$ cat src/rtl/regfile_pkg.sv
// Shared constants and types for the multi-port register file.
package regfile_pkg;

  localparam int unsigned DATA_W_DEF  = 32;
  localparam int unsigned REG_NUM_DEF = 32;
  localparam int unsigned NUM_RD_DEF  = 2;
  localparam int unsigned NUM_WR_DEF  = 2;
  localparam int unsigned AW_DEF      = $clog2(REG_NUM_DEF);

  typedef logic [AW_DEF-1:0]     reg_addr_t;
  typedef logic [DATA_W_DEF-1:0] reg_data_t;

  localparam reg_data_t ZERO_WORD = '0;

endpackage

$ cat src/rtl/regfile_mp_if.sv
// Decode/writeback bus of the register file: read ports, write ports and the
// reservation request. Ports are flattened; port i sits in slice [i*W +: W].
interface regfile_mp_if
  import regfile_pkg::*;
#(
  parameter int unsigned DATA_W  = DATA_W_DEF,
  parameter int unsigned REG_NUM = REG_NUM_DEF,
  parameter int unsigned NUM_RD  = NUM_RD_DEF,
  parameter int unsigned NUM_WR  = NUM_WR_DEF
);
  localparam int unsigned AW = $clog2(REG_NUM);

  logic [NUM_RD-1:0]        rd_en;
  logic [NUM_RD*AW-1:0]     rd_addr;
  logic [NUM_RD*DATA_W-1:0] rd_data;
  logic [NUM_RD-1:0]        rd_busy;
  logic [NUM_WR-1:0]        wr_en;
  logic [NUM_WR*AW-1:0]     wr_addr;
  logic [NUM_WR*DATA_W-1:0] wr_data;
  logic                     rsv_en;
  logic [AW-1:0]            rsv_addr;
  logic                     rsv_ok;

  // Pipeline side (decode + writeback).
  modport master (
    output rd_en, rd_addr, wr_en, wr_addr, wr_data, rsv_en, rsv_addr,
    input  rd_data, rd_busy, rsv_ok
  );

  // Register file side.
  modport slave (
    input  rd_en, rd_addr, wr_en, wr_addr, wr_data, rsv_en, rsv_addr,
    output rd_data, rd_busy, rsv_ok
  );

endinterface

$ cat src/rtl/regfile_scoreboard.sv
// Per-register pending bits for RAW/WAW hazard detection. A reservation sets
// a bit, any write to that register clears it; a same-cycle set beats the
// clear because it represents a newly issued producer.
module regfile_scoreboard
  import regfile_pkg::*;
#(
  parameter int unsigned REG_NUM = REG_NUM_DEF,
  parameter int unsigned NUM_RD  = NUM_RD_DEF,
  parameter int unsigned NUM_WR  = NUM_WR_DEF,
  localparam int unsigned AW     = $clog2(REG_NUM)
) (
  input  logic                 clk,
  input  logic                 rst,
  input  logic [NUM_WR-1:0]    wr_en,
  input  logic [NUM_WR*AW-1:0] wr_addr,
  input  logic                 rsv_en,
  input  logic [AW-1:0]        rsv_addr,
  input  logic [NUM_RD*AW-1:0] rd_addr,
  output logic                 rsv_ok,
  output logic [NUM_RD-1:0]    rd_pend
);

  logic [REG_NUM-1:0] pending_q, pending_d;

  // Refuse reservations of an already-pending register and while in reset.
  always_comb begin
    rsv_ok = rst & rsv_en & ~pending_q[rsv_addr];
  end

  // Clears first, then the reservation, so the set wins on an address match.
  always_comb begin
    pending_d = pending_q;
    for (int j = 0; j < NUM_WR; j++) begin
      if (wr_en[j]) begin
        pending_d[wr_addr[j*AW +: AW]] = 1'b0;
      end
    end
    if (rsv_ok) begin
      pending_d[rsv_addr] = 1'b1;
    end
  end

  // Pending-bit state, discarded on reset.
  always_ff @(posedge clk or negedge rst) begin
    if (!rst) begin
      pending_q <= '0;
    end else begin
      pending_q <= pending_d;
    end
  end

  // Busy lookup for each read port.
  always_comb begin
    rd_pend = '0;
    for (int i = 0; i < NUM_RD; i++) begin
      rd_pend[i] = pending_q[rd_addr[i*AW +: AW]];
    end
  end

endmodule

$ cat src/rtl/regfile_mp.sv
// Multi-port general-purpose register file with hazard scoreboard.
// NUM_RD combinational read ports, NUM_WR synchronous write ports; on a write
// address collision the highest-index port wins. Register 0 is ordinary.
// Optional: define REGFILE_BYPASS_EN to forward same-cycle write data to reads.
module regfile_mp
  import regfile_pkg::*;
#(
  parameter int unsigned DATA_W  = DATA_W_DEF,
  parameter int unsigned REG_NUM = REG_NUM_DEF,
  parameter int unsigned NUM_RD  = NUM_RD_DEF,
  parameter int unsigned NUM_WR  = NUM_WR_DEF,
  localparam int unsigned AW     = $clog2(REG_NUM)
) (
  input logic         clk,
  input logic         rst,
  regfile_mp_if.slave bus
);

  logic [DATA_W-1:0] regs_q [REG_NUM];
  logic [DATA_W-1:0] regs_d [REG_NUM];
  logic [NUM_RD-1:0] rd_pend;
  logic              rsv_ok;

  regfile_scoreboard #(
    .REG_NUM (REG_NUM),
    .NUM_RD  (NUM_RD),
    .NUM_WR  (NUM_WR)
  ) u_scoreboard (
    .clk      (clk),
    .rst      (rst),
    .wr_en    (bus.wr_en),
    .wr_addr  (bus.wr_addr),
    .rsv_en   (bus.rsv_en),
    .rsv_addr (bus.rsv_addr),
    .rd_addr  (bus.rd_addr),
    .rsv_ok   (rsv_ok),
    .rd_pend  (rd_pend)
  );

  assign bus.rsv_ok = rsv_ok;

  // Next array contents; ascending port order lets the highest port win.
  always_comb begin
    regs_d = regs_q;
    for (int j = 0; j < NUM_WR; j++) begin
      if (bus.wr_en[j]) begin
        regs_d[bus.wr_addr[j*AW +: AW]] = bus.wr_data[j*DATA_W +: DATA_W];
      end
    end
  end

  // Register array, cleared on reset.
  always_ff @(posedge clk or negedge rst) begin
    if (!rst) begin
      regs_q <= '{default: '0};
    end else begin
      regs_q <= regs_d;
    end
  end

  // Combinational read ports; disabled ports and reset force zeros.
  always_comb begin
    bus.rd_data = '0;
    bus.rd_busy = '0;
    for (int i = 0; i < NUM_RD; i++) begin
      if (rst && bus.rd_en[i]) begin
        bus.rd_data[i*DATA_W +: DATA_W] = regs_q[bus.rd_addr[i*AW +: AW]];
        bus.rd_busy[i] = rd_pend[i];
`ifdef REGFILE_BYPASS_EN
        for (int j = 0; j < NUM_WR; j++) begin
          if (bus.wr_en[j] && (bus.wr_addr[j*AW +: AW] == bus.rd_addr[i*AW +: AW])) begin
            bus.rd_data[i*DATA_W +: DATA_W] = bus.wr_data[j*DATA_W +: DATA_W];
            // Producer lands this edge; only a fresh reservation keeps it busy.
            bus.rd_busy[i] = rsv_ok && (bus.rsv_addr == bus.rd_addr[i*AW +: AW]);
          end
        end
`endif
      end
    end
  end

endmodule

$ cat src/flat_wrapper.sv
// flat-port wrapper written by rule: the top's interface ports become plain ports
module regfile_mp_flat import regfile_pkg::*;
#(
  parameter int unsigned DATA_W  = DATA_W_DEF,
  parameter int unsigned REG_NUM = REG_NUM_DEF,
  parameter int unsigned NUM_RD  = NUM_RD_DEF,
  parameter int unsigned NUM_WR  = NUM_WR_DEF,
  localparam int unsigned AW     = $clog2(REG_NUM)
)
  (clk, rst, bus_rd_en, bus_rd_addr, bus_wr_en, bus_wr_addr, bus_wr_data, bus_rsv_en, bus_rsv_addr, bus_rd_data, bus_rd_busy, bus_rsv_ok);
  regfile_mp_if #(.DATA_W(DATA_W), .REG_NUM(REG_NUM), .NUM_RD(NUM_RD), .NUM_WR(NUM_WR)) bus_i ();
  input logic clk;
  input logic rst;
  input wire logic [$bits(bus_i.rd_en)-1:0] bus_rd_en;
  input wire logic [$bits(bus_i.rd_addr)-1:0] bus_rd_addr;
  input wire logic [$bits(bus_i.wr_en)-1:0] bus_wr_en;
  input wire logic [$bits(bus_i.wr_addr)-1:0] bus_wr_addr;
  input wire logic [$bits(bus_i.wr_data)-1:0] bus_wr_data;
  input wire logic [$bits(bus_i.rsv_en)-1:0] bus_rsv_en;
  input wire logic [$bits(bus_i.rsv_addr)-1:0] bus_rsv_addr;
  output wire logic [$bits(bus_i.rd_data)-1:0] bus_rd_data;
  output wire logic [$bits(bus_i.rd_busy)-1:0] bus_rd_busy;
  output wire logic [$bits(bus_i.rsv_ok)-1:0] bus_rsv_ok;
  assign bus_i.rd_en = bus_rd_en;
  assign bus_i.rd_addr = bus_rd_addr;
  assign bus_i.wr_en = bus_wr_en;
  assign bus_i.wr_addr = bus_wr_addr;
  assign bus_i.wr_data = bus_wr_data;
  assign bus_i.rsv_en = bus_rsv_en;
  assign bus_i.rsv_addr = bus_rsv_addr;
  assign bus_rd_data = bus_i.rd_data;
  assign bus_rd_busy = bus_i.rd_busy;
  assign bus_rsv_ok = bus_i.rsv_ok;
  regfile_mp #(.DATA_W(DATA_W), .REG_NUM(REG_NUM), .NUM_RD(NUM_RD), .NUM_WR(NUM_WR)) u_core (.clk(clk), .rst(rst), .bus(bus_i));
endmodule
$ cat config.mk
export PLATFORM = sky130hd
export DESIGN_NAME = regfile_mp_flat
export DESIGN_NICKNAME = d
export VERILOG_FILES = /design/src/rtl/regfile_pkg.sv /design/src/rtl/regfile_mp_if.sv /design/src/rtl/regfile_scoreboard.sv /design/src/rtl/regfile_mp.sv /design/src/flat_wrapper.sv
export SDC_FILE = /design/constraint.sdc
export NUM_CORES = 2
export LEC_CHECK = 0
export CAP_MARGIN = 20
export CORE_MARGIN = 2
export CORE_UTILIZATION = 43
export DETAILED_ROUTE_END_ITERATION = 10
export GPL_ROUTABILITY_DRIVEN = 1
export GPL_TIMING_DRIVEN = 1
export SYNTH_ARGS = -nofsm -noshare
export SYNTH_HDL_FRONTEND = slang
export SYNTH_SLANG_ARGS = --single-unit
$ cat constraint.sdc
create_clock -name clk -period 3.5 [get_ports clk]
set_clock_uncertainty 0.2 [all_clocks]
set_input_delay 0.7 -clock clk [delete_from_list [all_inputs] [get_ports clk]]
set_output_delay 0.7 -clock clk [all_outputs]
set_load 0.01 [all_outputs]
-- Word-level counts from Yosys, hierarchy flattened
Cells that the tools add are included.
- logic and storage cells: 99
- bits in writable memories: 0
- register bits: 1056
- bits in read-only memories: 0
- bits in latches: 0
- input bits: 96
- memories: 0
- output and inout port bits: 67
- divide/modulo/power cells: 0
- shift operators: 0
- add/sub/neg operators: 0
- $lt $le $gt $ge: 14
- muxes and demuxes: 33
- reduce and logical (&&, ||, !) cells: 7
- bitwise gates (word level): 12
- equal/unequal tests: 0
- multiply operators: 0
- operators by type and width (operator ; number):
    bitwise mux 1024 bit ; 2
    2-to-1 mux 1024 bit ; 2
    2-to-1 mux 32 bit ; 11
    binary-select mux 32 bit (select 5 bit) ; 2
    demux 32 bit (select 5 bit) ; 2
    AND 32 bit ; 2
    inverter 32 bit ; 2
    OR 32 bit ; 1
    less-than comparator 5 x 6 -> 1 bit, second input constant ; 5
    >= comparator 6 bit, second input constant ; 4
    inverter 5 -> 6 bit ; 4
    binary-select mux 1 bit (select 5 bit) ; 3
    demux 1 bit (select 5 bit) ; 3
    >= comparator 5 x 1 -> 1 bit, second input constant ; 3
    less-than comparator 6 x 1 -> 1 bit, second input constant ; 2
    2-to-1 mux 1 bit ; 8
    logical AND 1 bit ; 7
    AND 1 bit ; 2
    inverter 1 bit ; 1

-- Logic depth before layout (Yosys ltp)
- depth after elaboration: 11
- depth in mapped cells: 9
- depth with buffers taken out: 4

-- Hierarchy
Synthesis repeated with hierarchy kept, for this count alone.
- cells, all modules: 6243
- area, all modules: 67109.4 um2
- modules (own cells, without submodules) (module ; sequential area each (um2) ; area each (um2) ; times used ; cells each):
    regfile_mp ; 25624.6 ; 64414.3 ; 1 ; 5953
    regfile_scoreboard ; 800.8 ; 2695.1 ; 1 ; 290

-- Worst setup path before layout
No wires, ideal clock.
- path type: input -> output
- start point: input port bus_rd_addr[6]
- end point: output port bus_rd_data[38]
- path slack: 0.376 ns
- data required time: 2.600 ns
- path buffers: 4
- stages: 7
- arrival time: 2.224 ns
- path through: buf_4 buf_8 buf_8 buf_2 mux4_2 o21ai_0 a31oi_1
- cells in the longest elaborated chain, start to end: 5
- RTL lines (element ; RTL line ; source):
    from (decl) ; flat_wrapper.sv:15 ; input wire logic [$bits(bus_i.rd_addr)-1:0] bus_rd_addr;
    inverter 5 -> 6 bit (implied by the code) ; regfile_mp.sv:67 ; bus.rd_data[i*DATA_W +: DATA_W] = regs_q[bus.rd_addr[i*AW +: AW]];
    binary-select mux 32 bit (select 5 bit) ; regfile_mp.sv:67 ;
    2-to-1 mux 32 bit (implied by the code) (2 in series) ; regfile_mp.sv:67 ;
    2-to-1 mux 32 bit ; regfile_mp.sv:66 ; if (rst && bus.rd_en[i]) begin
    to (decl) ; flat_wrapper.sv:21 ; output wire logic [$bits(bus_i.rd_data)-1:0] bus_rd_data;
No other way between the ends. The select of a mux whose other input is x is not followed.

-- Worst setup path after layout
- start point: input port bus_rd_addr[6]
- end point: output port bus_rd_busy[1]
- cells in the longest elaborated chain, start to end: 3
- RTL lines (element ; RTL line ; source):
    binary-select mux 1 bit (select 5 bit) ; regfile_scoreboard.sv:56 ; rd_pend[i] = pending_q[rd_addr[i*AW +: AW]];
    2-to-1 mux 1 bit (implied by the code) ; regfile_scoreboard.sv:56 ;
    2-to-1 mux 1 bit ; regfile_mp.sv:66 ;
    to (decl) ; flat_wrapper.sv:22 ; output wire logic [$bits(bus_i.rd_busy)-1:0] bus_rd_busy;
No other way between the ends. The select of a mux whose other input is x is not followed.

==> metrics.md <==
| Metric | Value |
|---|---|
| Die area | `roughly 0.16 mm²` |
| RSZ-0062 raised after global routing | `yes` |
| Max frequency | `around 280 MHz` |
| Slew Viols, Final | `0` |
| Leak | `~36 nW` |
| Commonest cells post-synth | `mux2i_1, dfrtp_1, nor2_1` |
| Gr usage total | `0.339` |
| Share of layout cells above drive strength 1 | `0.253` |
| Max-cap check violation count | `0` |
| DRT iter0 DRCs | `a little over 7,000` |
| Post-synthesis cell area | `approximately 0.066 mm²` |
| Sink Count | `between 1,000 and 1,500` |
| R2R Path End | `u_core.u_scoreboard.pending_q[2]$_DFF_PN0_` |
| Starting Density | `0.434` |
| Reg2Reg Depth | `5` |
| Vias/cell | `6.46` |
| Detail Placement HPWL | `approximately 170,000 µm` |
| Async S/R FF share, synth | `1.00` |
| Syn nets | `6,235` |
| Die X | `just under 400 µm` |
| Final min period | `around 3600 ps` |
| Worst Max-Slew Pin Slew | `roughly 1100 ps` |
| RePlAce Congestion | `between 0.9 and 1` |
| Post-synth EDFFs | `0` |
| Multi-input logic area | `0.0373 mm²` |
| Status | `complete, but fails checks` |
| Hold Vio Cnt, Final | `1` |
| Hold/Removal Path Class | `in2async` |
| Syn Area/Cell | `~11 µm²` |
| PnR worst setup slack | `-85.9 ps` |
| Worst Path Required | `about 2600 ps` |
| Failing checks | `hold timing, setup timing` |
| CTS root buf | `clkbuf_16` |
| Most common cell in the netlist | `mux2i_1` |
| R2R Path Start | `u_core.u_scoreboard.pending_q[3]$_DFF_PN0_` |
| Total CTS buffers | `between 100 and 150` |
| Crit path launch | `bus_rd_addr[6]` |
| DP Area | `~0.074 mm²` |
| Drt total wl | `roughly 270,000 µm` |
| Reg-to-reg setup timing slack | `between 1000 and 1500 ps` |
| Worst-case clock buffer depth | `3` |
| Critical path capture point type | `output port` |
| Routed Antenna Nets | `0` |
| Pwr dens | `~530 mW/mm²` |
| Final hold slack | `-6.71 ps` |
| Crit Path Class | `in2out` |
| Dpl cells | `8,180` |
| Post-synth top flop | `dfrtp_1` |
| Crit path DAT | `between 2000 and 3000 ps` |
| Vias in the first global route | `53,773` |
| DR vias | `~55,000` |
| Worst vdd ir | `roughly 0.49 mV` |
| YS warnings | `0` |
| Share of the synthesized area in the top cell type | `0.400` |
| Number of remaining DRC errors | `0` |
| Cells after Synth | `approximately 6,100` |
| Top area cells in the synthesized netlist | `dfrtp_1, mux2i_1, mux4_2` |
| Routed WL per cell | `31.6 µm` |
| Clk_lat worst skew | `roughly 790 ps` |
| H-tree depth | `3` |
| CTS tree | `yes` |
| Cell area after layout | `about 0.081 mm²` |
| Fill cells | `12,987` |
| Clock transition at path regs | `about 60 ps` |
| Top Ports | `between 150 and 200` |
| Initial antenna violation count | `5` |
| Largest net degree at the start of global routing | `between 150 and 200` |
| Crit-path max FO | `7` |
| Synth unique cells | `47` |
| Endpoints failing setup | `13` |
| First-pass GRT wire length | `roughly 390,000 µm` |
| Cell accounting for the most synthesized area | `dfrtp_1` |
| Setup tns final | `-518 ps` |
| Area growth from synthesis to final layout | `22.3%` |
| Row count | `roughly 140` |
| Nets | `roughly 6,500` |
| Fin cells | `8,517` |
| Worst relative slew slack | `0.269` |
| Congestion Overflow GR | `0` |
| Post-synthesis register bit count | `1,056` |
| Tcrit/Tclk final | `1.02` |
| Register area share after synthesis | `0.400` |
| # port buffers | `between 150 and 200` |
| Startpoint types | `input pin` |
| Register area | `between 0.02 and 0.03 mm²` |
| DRT Pass-1 Iters | `8` |
| Die outline height | `between 300 and 400 µm` |
| Core Region | `between 0.15 and 0.2 mm²` |
| Final Core Density | `0.530` |
how the worst max path moves through the flow:
stage	slack, ps	endpoint	depth (start not counted)
finish	-90	bus_rd_busy[1]	11
CTS	-70	bus_rd_data[49]	11
detailed placement	-650	bus_rsv_ok	8
global route	-130	bus_rd_data[52]	11
global placement	-770	bus_rsv_ok	8
floorplan	380	bus_rd_data[38]	7
area by class of cell:
type | instances | area share
clock buffer | 179 | 0.0451
clock inverter | 41 | 0.00736
antenna | 1 | 0.0000310
multi-input combinational | 4333 | 0.462
timing repair buffer | 870 | 0.127
tap | 2030 | 0.0314
sequential | 1056 | 0.327
inverter | 7 | 0.000449
cell families after synthesis:
logic type	after synthesis	share of synthesized area
DFF	1056	0.400
and+or+nand+nor	1184	0.0713
AOI/OAI and AO/OA	1389	0.119
muxes	1760	0.356
buffers and inverters	750	0.0535
worst max-delay path, cell delays in order:
cell and delay [ps]:
buf_16 140, buf_16 160, buf_12 120, buf_12 140, buf_16 150, mux4_2 320
mux2i_1 70, a221o_1 370, a31oi_1 210, buf_4 160, buf_6 90
state kept, by name (all words and copies together) (netlist names):
name and flops:
u_core.regs_q 1024, u_core.u_scoreboard.pending_q 32
stage by stage:
step | hold slack (ps) | setup slack [ps] | power (W)
finish | -6.71 | -85.9 | 0.0431
global placement | 355 | -773 | 0.0283
CTS | 14.5 | -70.5 | 0.0428
detailed placement | 364 | -647 | 0.0288
global route | 33.4 | -128 | 0.0449
floorplan | 204 | 376 | 0.0251
layer usage:
metal / global-route usage / vias to the layer above / routed length, µm
met5: 0 / - / 60
met2: 0.508 / 3440 / 119000
met1: 0.455 / 27640 / 104000
met3: 0.0972 / 796 / 31400
met4: 0.155 / 8 / 14300
li1: - / 23166 / -
repair_timing:
action,CTS,global route
hold buffers,1,0
gates resized for setup,419,80
setup buffers,94,20
cloned,19,0
endpoints found under the hold margin,48,0
setup endpoints to repair,67,51
pin swaps,70,41
layout by cell type, fill, tap and decap left out, drive strengths merged, types with 83 or more instances in the layout:
| master | synthesis | layout |
|---|---|---|
| a21oi | 736 | 736 |
| buf | 309 | 759 |
| clkbuf | 434 | 191 |
| clkdlybuf4s50 | 0 | 83 |
| dfrtp | 1056 | 1056 |
| mux2i | 1290 | 1290 |
| mux4 | 470 | 470 |
| nand2 | 351 | 351 |
| nor2 | 757 | 757 |
| o21ai | 367 | 367 |
power by group:
group	switching, W	internal, W
clock	0.00568	0.00792
combinational	0.00503	0.00633
sequential	0.00268	0.0155
Note: power is estimated with default switching activity, not from simulation.
